[src/rtl/input_unit.sv]
// Mesh router input port: first-word fall-through flit FIFO, XY route request for the
// head flit, back-pressure and head-of-line wait counter. Optional macro: INPUT_UNIT_EARLY_HOLD_EN.
module input_unit #(
    parameter int DATA_W         = 32,
    parameter int DEPTH          = 4,
    parameter int X_W            = 2,
    parameter int Y_W            = 2,
    parameter int LOCAL_X        = 0,
    parameter int LOCAL_Y        = 0,
    parameter int DEADLOCK_LIMIT = 128
) (
    input  logic                                 clk,
    input  logic                                 reset,
    input  logic [DATA_W-1:0]                    dataIn,
    input  logic                                 writeRequest,
    input  logic                                 readRequest,
    output logic [DATA_W-1:0]                    dataOut,
    output logic [4:0]                           outputPortRequest,
    output logic                                 holdPort,
    output logic [$clog2(DEADLOCK_LIMIT):0]      wait_count,
    output logic                                 overflow
);

    localparam int PTR_W = $clog2(DEPTH);
    localparam int CNT_W = PTR_W + 1;
    localparam int WC_W  = $clog2(DEADLOCK_LIMIT) + 1;

    typedef enum logic [4:0] {
        PORT_NONE  = 5'b00000,
        PORT_LOCAL = 5'b00001,
        PORT_WEST  = 5'b00010,
        PORT_SOUTH = 5'b00100,
        PORT_EAST  = 5'b01000,
        PORT_NORTH = 5'b10000
    } port_t;

    logic [DATA_W-1:0] mem [DEPTH];
    logic [PTR_W-1:0]  rd_ptr, wr_ptr;
    logic [CNT_W-1:0]  count;
    logic [WC_W-1:0]   wait_q;
    logic              overflow_q;

    logic              empty, full, pop, push, drop;
    logic [DATA_W-1:0] head;
    logic [X_W-1:0]    dest_x;
    logic [Y_W-1:0]    dest_y;
    port_t             route;

    assign empty = (count == '0);
    assign full  = (count == CNT_W'(DEPTH));
    assign pop   = readRequest && !empty;
    // A pop in the same cycle frees the slot, so a write into a full FIFO still lands.
    assign push  = writeRequest && (!full || pop);
    assign drop  = writeRequest && full && !pop;

    // NOTE: storage has no reset; validity is tracked by count, so clearing the array
    // would only cost reset fan-out.
    always_ff @(posedge clk) begin
        if (push) begin
            mem[wr_ptr] <= dataIn;
        end
    end

    // NOTE: sequential state uses non-blocking assignments so every register samples
    // pre-edge values regardless of statement order.
    always_ff @(posedge clk or negedge reset) begin
        if (!reset) begin
            rd_ptr     <= '0;
            wr_ptr     <= '0;
            count      <= '0;
            overflow_q <= 1'b0;
        end else begin
            if (push) wr_ptr <= wr_ptr + 1'b1;
            if (pop)  rd_ptr <= rd_ptr + 1'b1;
            case ({push, pop})
                2'b10:   count <= count + 1'b1;
                2'b01:   count <= count - 1'b1;
                default: count <= count;
            endcase
            if (drop) overflow_q <= 1'b1;
        end
    end

    // Head-of-line wait: restarts on every pop and while empty, saturates at all-ones.
    always_ff @(posedge clk or negedge reset) begin
        if (!reset) begin
            wait_q <= '0;
        end else if (pop || empty) begin
            wait_q <= '0;
        end else if (!(&wait_q)) begin
            wait_q <= wait_q + 1'b1;
        end
    end

    assign head   = mem[rd_ptr];
    assign dest_x = head[X_W-1:0];
    assign dest_y = head[X_W+Y_W-1:X_W];

    // NOTE: every combinational output gets a default first so no path infers a latch.
    always_comb begin
        route = PORT_NONE;
        if (!empty) begin
            if (dest_x > X_W'(LOCAL_X))      route = PORT_EAST;
            else if (dest_x < X_W'(LOCAL_X)) route = PORT_WEST;
            else if (dest_y > Y_W'(LOCAL_Y)) route = PORT_NORTH;
            else if (dest_y < Y_W'(LOCAL_Y)) route = PORT_SOUTH;
            else                             route = PORT_LOCAL;
        end
    end

    assign dataOut           = empty ? '0 : head;
    assign outputPortRequest = route;
    assign wait_count        = wait_q;
    assign overflow          = overflow_q;

`ifdef INPUT_UNIT_EARLY_HOLD_EN
    // Raised one slot early to absorb one cycle of link latency upstream.
    assign holdPort = (count >= CNT_W'(DEPTH - 1));
`else
    assign holdPort = full;
`endif

endmodule

[config.mk]
export PLATFORM = sky130hd
export DESIGN_NAME = input_unit
export DESIGN_NICKNAME = d
export VERILOG_FILES = /design/src/rtl/input_unit.sv
export SDC_FILE = /design/constraint.sdc
export NUM_CORES = 1
export LEC_CHECK = 0
export ABC_AREA = 1
export BUFFER_PORTS_ARGS = -buffer_cell sky130_fd_sc_hd__buf_2
export CAP_MARGIN = 40
export CORE_MARGIN = 2
export CORE_UTILIZATION = 45
export DETAILED_ROUTE_END_ITERATION = 7
export HOLD_SLACK_MARGIN = 0.02
export PLACE_DENSITY_LB_ADDON = 0.15
export SYNTH_ARGS = -nofsm -noshare
export SYNTH_HDL_FRONTEND = slang
export SYNTH_SLANG_ARGS = --single-unit
[constraint.sdc]
create_clock -name clk -period 6.17 [get_ports clk]
set_input_delay 0.9255 -clock clk [delete_from_list [all_inputs] [get_ports clk]]
set_output_delay 0.9255 -clock clk [all_outputs]
set_load 0.01 [all_outputs]
==> flow_summary.yaml <==
synthesis:
  synthFlopType: "edfxtp_1"
  netlist_instances: 495
  synth_edf_count: 128
  netlist_top_cells_count: "nor2_1, edfxtp_1, nand2_1"
  ys_types: 30
  yosysWarnings: 0
  synth_top_area_cell: "edfxtp_1"
  synth-seq-cells: 144
  synth_area_sq_mm: 0.00589
  synth_most_common_cell: "nor2_1"
  synth_top_cells_by_area: "edfxtp_1, nor2_1, dfrtp_1, o21ai_0, nand2_1"
  avgSynthCellArea_sq_um: 11.9
  yosysSeqAreaShare_pct: 72.1
  synth_top_area_share_pct: 65.3
  synthArstFlopShare_pct: 11.1
worst_setup_path:
  worstReg2RegStart: "count[0]"
  startpoint_type: "flip-flop"
  slowest_delay_ps: 580
  cp-end-kind: "output pin"
  cp-startpoint: "rd_ptr[0]"
  r2r_end: "mem[1][10]"
  worst_ep_required_time_ps: 5240
  worstPathArrival_ps: 2140
  crit_type: "flip-flop to output pin"
  slowest_stage: "buf_4"
  reg2reg_slack_ps: 4200
  critical_path.most_common_cell: "nand2_1"
  rr_worst_depth: 5
  worstPathCellList: "buf_4 -> nand2_1 -> nand3_1 -> nand2_1 -> nand2_1 -> inv_1 -> nor2_1 -> buf_2"
  cp_max_fo: 65
timing:
  period_needed_ps: 3060
  fmax_ghz: 0.327
  fin_crit_sh_pct: 49.6
  worst_pin_slew_ps: 762
  skew_ps: 5.79
  slew_violations: 0
  rsz0062_at_grt: "no"
  fin_tns_setup_ps: 0
  finalHoldViolations: 0
  setup_viol: 0
  relSlewSlack_pct: 49.2
drt:
  drt-wirelength-per-cell_microns: 15.8
  drtAntennaViolNets: 0
  firstDrtPassIters: 4
  via_count: 3822
  viasPerCell: 5.02
  drt_iter0_drc: 197
  post-route-drc-count: 0
  drt_wl_total_mm: 12.0
floorplan:
  die_h_microns: 118
  fp-row-count: 41
  die_w_microns: 118
  boundaryPins: 83
  start_util_pct: 46.3
  core-area_sq_mm: 0.0127
  die_area_sq_mm: 0.0140
clock_network:
  tritoncts: "yes"
  numCtsBuffers: 17
  clockBufferDepth: 2
  clk_latency_ps: 420
  cts_setup_buffers: 0
  postCtsHoldBufs: 0
  htreeDepth: 4
  clock_sinks: 144
  cts_root_buf: "clkbuf_16"
  clkSlewWorstSetupHoldPaths_ps: 60
  post_cts.resized_instances: 0
placement:
  dpl-instance-area_sq_mm: 0.00650
  dpl.hpwl_mm: 6.90
  gp_congestion: 0.757
  placed_cells: 729
  io_buffers: 80
finish:
  area_growth_pct: 21.0
  antenna_cells: 0
  stdcell_count: 761
  nets: 618
  drive_gt1_share_pct: 22.2
  final_area_sq_mm: 0.00712
run:
  cap_violations: 0
global_route:
  track_usage_pct: 18.2
  antenna_found_initial: 1
  first_global_vias: 3715
  overflow: 0
  grt_pass1_wl_mm: 19.1
  grt_max_degree: 66
power_and_ir_drop:
  p_total_mw: 3.73
  p_leak_nw: 2.75
  powerDensity_mw_per_mm2: 524
  vdd_ir_drop_max_v: 0.000254
worst_hold_path:
  hold_class: "primary input to async pin"
run_status:
  status: "completed"
[sequential cells by signal, summed over array words and instances, names as in the netlist]
register,count
mem,128
wait_count,8
overflow,1
wr_ptr,2
count,3
rd_ptr,2
[layout by cell type (no fill, tap or decap), types with 2 or more instances in the layout]
master     count
dfrtp_1       15
a21oi_1       30
clkinv_1       5
buf_2         80
buf_12         2
o21ai_1       29
nand3_1       17
a21boi_0       2
xor2_1         4
inv_2          3
inv_1         16
buf_4          3
nor2_4         5
ha_1           5
o21ai_0       31
bufinv_16      5
edfxtp_1     128
nor2_1       129
buf_16         2
nand3_2        2
clkbuf_16     17
conb_1         2
clkinv_2       5
nand2_1       41
nor2_2         2
[per-layer routing]
layer / vias up / share of wire, % / track usage, %
met4: 2 / 1.7 / 6.85
met2: 93 / 48 / 29.6
li1: 1874 / - / -
met5: - / 0.11 / 0
met3: 20 / 5.5 / 6.13
met1: 1833 / 45 / 22.5
[worst max path at each step]
stage / to / slack (ps) / cells past startpoint
final: outputPortRequest[3] / 3110 / 8
after global routing: outputPortRequest[4] / 2950 / 8
after CTS: outputPortRequest[4] / 3100 / 8
after detailed placement: outputPortRequest[4] / 3560 / 8
after global placement: outputPortRequest[4] / 3360 / 8
after floorplan: mem[0][0] / 3360 / 2
[metrics by stage]
step | utilization (%) | hold WS, ps | worst slack (ps)
floorplan | - | 462 | 3360
global placement | 50.3 | 448 | 3360
detailed placement | 51.1 | 454 | 3560
CTS | 56.0 | 425 | 3100
global route | 56.0 | 439 | 2950
finish | 56.0 | 426 | 3110
[power by group]
part           total (mW)  internal [mW]  switching [mW]  leakage (nW)
Combinational        1.33          0.449           0.878          1.07
Sequential           1.33           1.28          0.0547          1.37
Clock                1.08          0.706           0.369         0.306
[critical path, delay by kind of cell, from the launching register on]
kind / cells / cell delay (ps)
flip-flops: 1 / 360
buffers and inverters: 3 / 790
AND/OR/NAND/NOR: 5 / 510
[area by class of cell]
cell class,count,area [sq um]
Clock inverter,15,198
Sequential cell,144,4250
Timing Repair Buffer,87,518
Fill cell,1083,5600
Clock buffer,17,425
Multi-Input combinational cell,306,1450
Inverter,20,75.1
Tap cell,172,215
[cells by family after synthesis]
logic type | share of synthesized area, %
xor gates and xnor gates | 0.595
and+or+nand+nor | 13.6
AOI/OAI and AO/OA | 8.31
DFF | 72.1
other | 0.0637
buffers and inverters | 3.93
adders and majority gates | 1.40
No activity file was read; power rests on OpenSTA's default activity.
